===== src/rtl/placar_display_scan_pkg.sv =====
// Shared types, segment patterns and the double-dabble step for the scoreboard display stage.
package placar_display_scan_pkg;

  localparam int unsigned SCORE_W = 7;
  localparam int unsigned BCD_W   = 12;
  localparam int unsigned SEG_W   = 7;
  localparam int unsigned AN_W    = 4;
  localparam int unsigned ITER_W  = 3;
  localparam int unsigned IDX_W   = 2;

  typedef enum logic [1:0] {
    S_IDLE  = 2'd0,
    S_LOAD  = 2'd1,
    S_SHIFT = 2'd2,
    S_WRITE = 2'd3
  } state_t;

  typedef struct packed {
    logic [3:0] tens;
    logic [3:0] units;
  } bcd2_t;

  // Active-low {g,f,e,d,c,b,a}
  localparam logic [SEG_W-1:0] SEG_BLANK = 7'b1111111;
  localparam logic [SEG_W-1:0] SEG_0     = 7'b1000000;
  localparam logic [SEG_W-1:0] SEG_1     = 7'b1111001;
  localparam logic [SEG_W-1:0] SEG_2     = 7'b0100100;
  localparam logic [SEG_W-1:0] SEG_3     = 7'b0110000;
  localparam logic [SEG_W-1:0] SEG_4     = 7'b0011001;
  localparam logic [SEG_W-1:0] SEG_5     = 7'b0010010;
  localparam logic [SEG_W-1:0] SEG_6     = 7'b0000010;
  localparam logic [SEG_W-1:0] SEG_7     = 7'b1111000;
  localparam logic [SEG_W-1:0] SEG_8     = 7'b0000000;
  localparam logic [SEG_W-1:0] SEG_9     = 7'b0010000;

  // One double-dabble iteration: correct nibbles >= 5, then shift in the next binary bit.
  function automatic logic [BCD_W-1:0] dabble_step(input logic [BCD_W-1:0] bcd,
                                                   input logic bit_in);
    logic [BCD_W-1:0] adj;
    adj = bcd;
    for (int i = 0; i < 3; i++) begin
      if (adj[4*i +: 4] >= 4'd5) adj[4*i +: 4] = adj[4*i +: 4] + 4'd3;
    end
    return {adj[BCD_W-2:0], bit_in};
  endfunction

endpackage


===== src/rtl/bcd_to_7seg.sv =====
// Combinational BCD digit to active-low 7-segment pattern, with forced blanking.
module bcd_to_7seg
  import placar_display_scan_pkg::*;
(
  input  logic [3:0]       digit,
  input  logic             blank,
  output logic [SEG_W-1:0] seg
);

  always_comb begin
    seg = SEG_BLANK;
    if (!blank) begin
      case (digit)
        4'd0:    seg = SEG_0;
        4'd1:    seg = SEG_1;
        4'd2:    seg = SEG_2;
        4'd3:    seg = SEG_3;
        4'd4:    seg = SEG_4;
        4'd5:    seg = SEG_5;
        4'd6:    seg = SEG_6;
        4'd7:    seg = SEG_7;
        4'd8:    seg = SEG_8;
        4'd9:    seg = SEG_9;
        default: seg = SEG_BLANK;
      endcase
    end
  end

endmodule


===== src/rtl/placar_display_scan.sv =====
// Converts two binary team scores to BCD and scans them onto a 4-digit multiplexed display.
module placar_display_scan
  import placar_display_scan_pkg::*;
#(
  parameter int unsigned DIV_MAX = 50000,
  parameter int unsigned DIV_W   = 16
) (
  input  logic               clock,
  input  logic               clr,
  input  logic [SCORE_W-1:0] somaTime1,
  input  logic [SCORE_W-1:0] somaTime2,
  output logic [SEG_W-1:0]   seg,
  output logic [AN_W-1:0]    an,
  output logic               ovf
);

  logic [DIV_W-1:0]   div;
  logic               tick_c;
  logic [IDX_W-1:0]   idx;
  logic [IDX_W-1:0]   idx_nxt_c;
  state_t             state;
  state_t             state_nxt;
  logic [SCORE_W-1:0] sh1;
  logic [SCORE_W-1:0] sh2;
  logic [BCD_W-1:0]   acc1;
  logic [BCD_W-1:0]   acc2;
  logic [ITER_W-1:0]  iter;
  bcd2_t              disp1;
  bcd2_t              disp2;
  bcd2_t              res1_c;
  bcd2_t              res2_c;
  logic               sat1_c;
  logic               sat2_c;
  logic [3:0]         mux_digit_c;
  logic               mux_blank_c;
  logic [SEG_W-1:0]   seg_c;

  // Scan tick divider
  assign tick_c = (div == DIV_W'(DIV_MAX - 1));

  always_ff @(posedge clock or negedge clr) begin
    if (!clr)        div <= '0;
    else if (tick_c) div <= '0;
    else             div <= div + DIV_W'(1);
  end

  // Digit mux selects the digit that becomes active on the coming tick
  assign idx_nxt_c = idx + IDX_W'(1);

  always_comb begin
    mux_digit_c = disp1.units;
    mux_blank_c = 1'b0;
    case (idx_nxt_c)
      2'd0: mux_digit_c = disp1.units;
      2'd1: begin mux_digit_c = disp1.tens; mux_blank_c = (disp1.tens == 4'd0); end
      2'd2: mux_digit_c = disp2.units;
      2'd3: begin mux_digit_c = disp2.tens; mux_blank_c = (disp2.tens == 4'd0); end
      default: ;
    endcase
  end

  bcd_to_7seg u_seg (
    .digit (mux_digit_c),
    .blank (mux_blank_c),
    .seg   (seg_c)
  );

  always_ff @(posedge clock or negedge clr) begin
    if (!clr) begin
      idx <= '0;
      an  <= 4'hF;
      seg <= SEG_BLANK;
    end else if (tick_c) begin
      idx <= idx_nxt_c;
      an  <= ~(AN_W'(1) << idx_nxt_c);
      seg <= seg_c;
    end
  end

  // Conversion FSM state register
  always_ff @(posedge clock or negedge clr) begin
    if (!clr) state <= S_IDLE;
    else      state <= state_nxt;
  end

  always_comb begin
    state_nxt = state;
    case (state)
      S_IDLE:  if (tick_c) state_nxt = S_LOAD;
      S_LOAD:  state_nxt = S_SHIFT;
      S_SHIFT: if (iter == ITER_W'(6)) state_nxt = S_WRITE;
      S_WRITE: state_nxt = S_IDLE;
      default: state_nxt = S_IDLE;
    endcase
  end

  // Scores with a nonzero hundreds digit cannot be shown and saturate to 99
  always_comb begin
    sat1_c = (acc1[11:8] != 4'd0);
    sat2_c = (acc2[11:8] != 4'd0);
    res1_c = sat1_c ? bcd2_t'({4'd9, 4'd9}) : bcd2_t'(acc1[7:0]);
    res2_c = sat2_c ? bcd2_t'({4'd9, 4'd9}) : bcd2_t'(acc2[7:0]);
  end

  always_ff @(posedge clock or negedge clr) begin
    if (!clr) begin
      sh1   <= '0;
      sh2   <= '0;
      acc1  <= '0;
      acc2  <= '0;
      iter  <= '0;
      disp1 <= '0;
      disp2 <= '0;
      ovf   <= 1'b0;
    end else begin
      case (state)
        S_LOAD: begin
          sh1  <= somaTime1;
          sh2  <= somaTime2;
          acc1 <= '0;
          acc2 <= '0;
          iter <= '0;
        end
        S_SHIFT: begin
          acc1 <= dabble_step(acc1, sh1[SCORE_W-1]);
          acc2 <= dabble_step(acc2, sh2[SCORE_W-1]);
          sh1  <= {sh1[SCORE_W-2:0], 1'b0};
          sh2  <= {sh2[SCORE_W-2:0], 1'b0};
          iter <= iter + ITER_W'(1);
        end
        S_WRITE: begin
          disp1 <= res1_c;
          disp2 <= res2_c;
          ovf   <= sat1_c | sat2_c;
        end
        default: ;
      endcase
    end
  end

endmodule


===== config.mk =====
export PLATFORM = sky130hd
export DESIGN_NAME = placar_display_scan
export DESIGN_NICKNAME = d
export VERILOG_FILES = /design/src/rtl/placar_display_scan_pkg.sv /design/src/rtl/bcd_to_7seg.sv /design/src/rtl/placar_display_scan.sv
export SDC_FILE = /design/constraint.sdc
export NUM_CORES = 1
export LEC_CHECK = 0
export ABC_AREA = 1
export BUFFER_PORTS_ARGS = -buffer_cell sky130_fd_sc_hd__buf_2
export CAP_MARGIN = 25
export CORE_MARGIN = 2
export CORE_UTILIZATION = 35
export CTS_BUF_LIST = sky130_fd_sc_hd__clkbuf_8
export DETAILED_ROUTE_END_ITERATION = 12
export GPL_ROUTABILITY_DRIVEN = 0
export GPL_TIMING_DRIVEN = 0
export PLACE_DENSITY = 0.58
export SETUP_SLACK_MARGIN = 0.15
export SLEW_MARGIN = 20
export SYNTH_ARGS = -nofsm -noshare
export SYNTH_HDL_FRONTEND = slang
export SYNTH_SLANG_ARGS = --single-unit

===== constraint.sdc =====
create_clock -name clock -period 4.2 [get_ports clock]
set_input_delay 0.42 -clock clock [delete_from_list [all_inputs] [get_ports clock]]
set_output_delay 0.42 -clock clock [all_outputs]
set_load 0.02 [all_outputs]

==> metrics.md <==
| Metric | Value |
|---|---|
| Clock root buffer | clkbuf_8 |
| DIE AREA | 0.0142 mm2 |
| Post-synthesis compound-gate area fraction | 0.127 |
| Status | complete, no violations |
| Clock transition at path regs | 0.09 ns |
| Worst Path Arrival | roughly 2.3 ns |
| Number of flops mapped to enable cells by yosys | 0 |
| Distinct cells, synth | 38 |
| DRC errors left | 0 |
| Commonest non-fill, non-tap cells in the layout | nand2_1 (128), dfrtp_1 (78), inv_1 (74), nor2_1 (58), o21ai_0 (46) |
| Setup TNS | 0 ns |
| First-pass GRT wire length | 17.1 mm |
| RSZ-0062 raised after global routing | no |
| Drt via density | 4.77 |
| Synth Area in XOR/XNOR | 0.0207 |
| P_leak | 2.61 nW |
| Antenna viol nets, final | 0 |
| Die Wd | 119 um |
| Final WS setup | 2.17 ns |
| Clk_lat worst skew | 0.37 ns |
| Top cell type by total area after synthesis | dfrtp_1 |
| Buf+Inv Stages, Crit Path | 2 |
| Slew margin rel. | 0.625 |
| HPWL after DPL | 7.17 mm |
| Final Power | 1.47 mW |
| Maxcap violations | 0 |
| Async set-reset flop share out of synthesis | 1.00 |
| Placed inst area | 0.00505 mm2 |
| Endpoints failing hold | 0 |
| Fill cells | roughly 1300 |
| Post_cts resized | 0 |
| Synth Area in Simple Gates | 0.219 |
| Crit path capture type | register |
| Critical-path cell list | inv_1 -> ha_1 -> nand2_1 -> nand2_1 -> o21ai_2 -> inv_1 -> ha_1 -> nand2_1 -> nand2_1 -> nand2_1 -> a21oi_2 |
| IO buf count | 27 |
| Setup-failing EPs final | 0 |
| Via count of the routed design | 3728 |
| Post-synthesis average cell area | 8.30 um2 |
| Crit path kind | reg -> reg |
| Layout area overhead | 12.6% |
| Initial antenna violation count | 0 |
| Cell family with most CP delay | adder cells |
| Share of cells above drive strength 1 | 0.129 |
| Total CTS buffers | 9 |
| Worst EP required | around 4.5 ns |
| Io pins | 28 |
| Top cells by area, synth | dfrtp_1 (42%), nand2_1 (10%), ha_1 (7.8%) |
| Final Cell Area | 0.00525 mm2 |
| Clock sinks | 89 |
| FF+latch area | 0.00224 mm2 |
| Crit Path Max Fanout | 6 |
| Largest net degree at the start of global routing | 65 |
| Htree depth | 3 |
| Final min period | 2.03 ns |
| Synthesized area | 0.00466 mm2 |
| Initial core utilization | 0.354 |
| Antenna Cells | 0 |
| Register bit total from synthesis | 89 |
| Crit share post-route | 0.483 |
| Avg WL per Cell | 12.8 um |
| GRT overflow | 0 |
| Cells after synthesis | 561 |
| Top cell type's share of synthesized area | 0.419 |
| Area share of fa/ha/maj cells after synthesis | 0.0779 |
| Worst hold path type | in -> reg |
| Core area | around 0.013 mm2 |
| GRT Util Overall | 0.148 |
| Multi-input logic area | 0.00207 mm2 |
| CTS tree | yes |
| Pre-CTS setup slack | 2.19 ns |
| Main combinational cell family by area after synthesis | simple AND/OR/NAND/NOR gates |
| YS warnings | 0 |
| Peak supply drop | 0.174 mV |
| Pwr dens | 280 mW/mm2 |
| Synth Net Count | about 610 |
| CTS hold repair buffers | 1 |
| Drt pass-1 iters | 4 |
| Crit path largest cell delay | 0.41 ns |
| Total detailed-routing wirelength | 9.97 mm |
| Top_reg_cell synth | dfrtp_1 |
| Most common cell after layout, fill and taps aside | nand2_1 |
| Post-synthesis mux area share | 0 |
| Worst-Margin Slew | 0.562 ns |
| Row cnt | 42 |
| Initial drt markers | 237 |
| Post-synthesis sequential area ratio | 0.481 |
| Slew Viols, Final | 0 |
| Setup bufs post-CTS | 0 |
| Die Ht | roughly 120 um |
| NumNets Final | 646 |
| CP most frequent cell | nand2_1 |
| CP startpoint kind | register |
| Fmax | 0.493 GHz |
| Clock Tree Buf Depth | 2 |
| Number of global-route vias before repair | 3758 |
| Worst Skew | approximately 0.011 ns |
| Critical Path Slowest Stage Cell | dfrtp_1 |
## power by group
group	internal (mW)	switching, mW
Sequential	0.857	0
Clock	0.283	0.303
Combinational	0.00868	0.0189
## registers in the layout, summed over array words and instances (netlist names)
signal,cells
sh1,7
state,2
disp2,8
idx,2
sh2,7
disp1,8
iter,3
div,16
seg,7
ovf,1
acc1,12
an,4
acc2,12
## area by class of cell
type | instances | share of cell area
flip-flops and latches | 89 | 0.427
multi-input cells | 384 | 0.395
plain buffers | 12 | 0.0110
inverters | 76 | 0.0551
well taps | 176 | 0.0420
clock inverters | 6 | 0.00978
clock buffers | 10 | 0.0262
repair buffers | 29 | 0.0341
## cells in the mapped netlist, drive strengths merged, types with 2 or more instances
master	count
or2	2
o32ai	2
nor3b	2
dfrtp	78
clkbuf	6
dfstp	11
buf	6
nor3	3
nor2	63
o21bai	3
nand3b	2
ha	29
a31oi	3
o22ai	14
nand3	30
nand4	7
xor2	10
a21oi	20
inv	75
o31ai	3
nand2	132
o211ai	2
o21ai	54
## kinds of logic (layout without fill, tap and decap cells)
| kind of cell | Yosys count | count (layout) |
|---|---|---|
| simple gates | 241 | 241 |
| compound gates | 103 | 103 |
| flops | 89 | 89 |
| buf+inv | 88 | 133 |
| fa+ha+maj | 29 | 29 |
| xor+xnor | 11 | 11 |
## path summary, 6_finish.rpt
kind                                     from                 end  slack [ns]  cells after the start
max                        idx[0]$_DFFE_PN0N_  seg[3]$_DFFE_PN1N_        2.17                     11
min                              somaTime2[4]  sh2[4]$_DFFE_PN0P_        0.26                      3
max reg2reg                idx[0]$_DFFE_PN0N_  seg[3]$_DFFE_PN1N_        2.17                     11
min reg2reg                  div[0]$_DFF_PN0_    div[0]$_DFF_PN0_        0.46                      1
max in group asynchronous                 clr   an[3]$_DFFE_PN1N_        3.09                      3
min in group asynchronous                 clr   div[10]$_DFF_PN0_        0.48                      2
## worst min-delay path, stage by stage
cell,delay (ns)
buf_2,0.07
nand2_1,0.04
nand3_1,0.05
## metal layers
metal  vias up  track usage  part of all wire
met5         -            0                 0
met1      1767        0.180              0.46
met4         0       0.0471             0.019
met2        60        0.256              0.48
li1       1887            -                 -
met3        14       0.0364             0.033
## per-stage QoR
step / utilization / hold slack, ns / std cells
after floorplan: - / 0.124 / 561
after global placement: 0.382 / 0.447 / 764
after detailed placement: 0.384 / 0.307 / 765
after CTS: 0.399 / 0.244 / 782
after global routing: 0.399 / 0.255 / 782
final: 0.399 / 0.258 / 782
No activity file was read; power rests on OpenSTA's default activity.
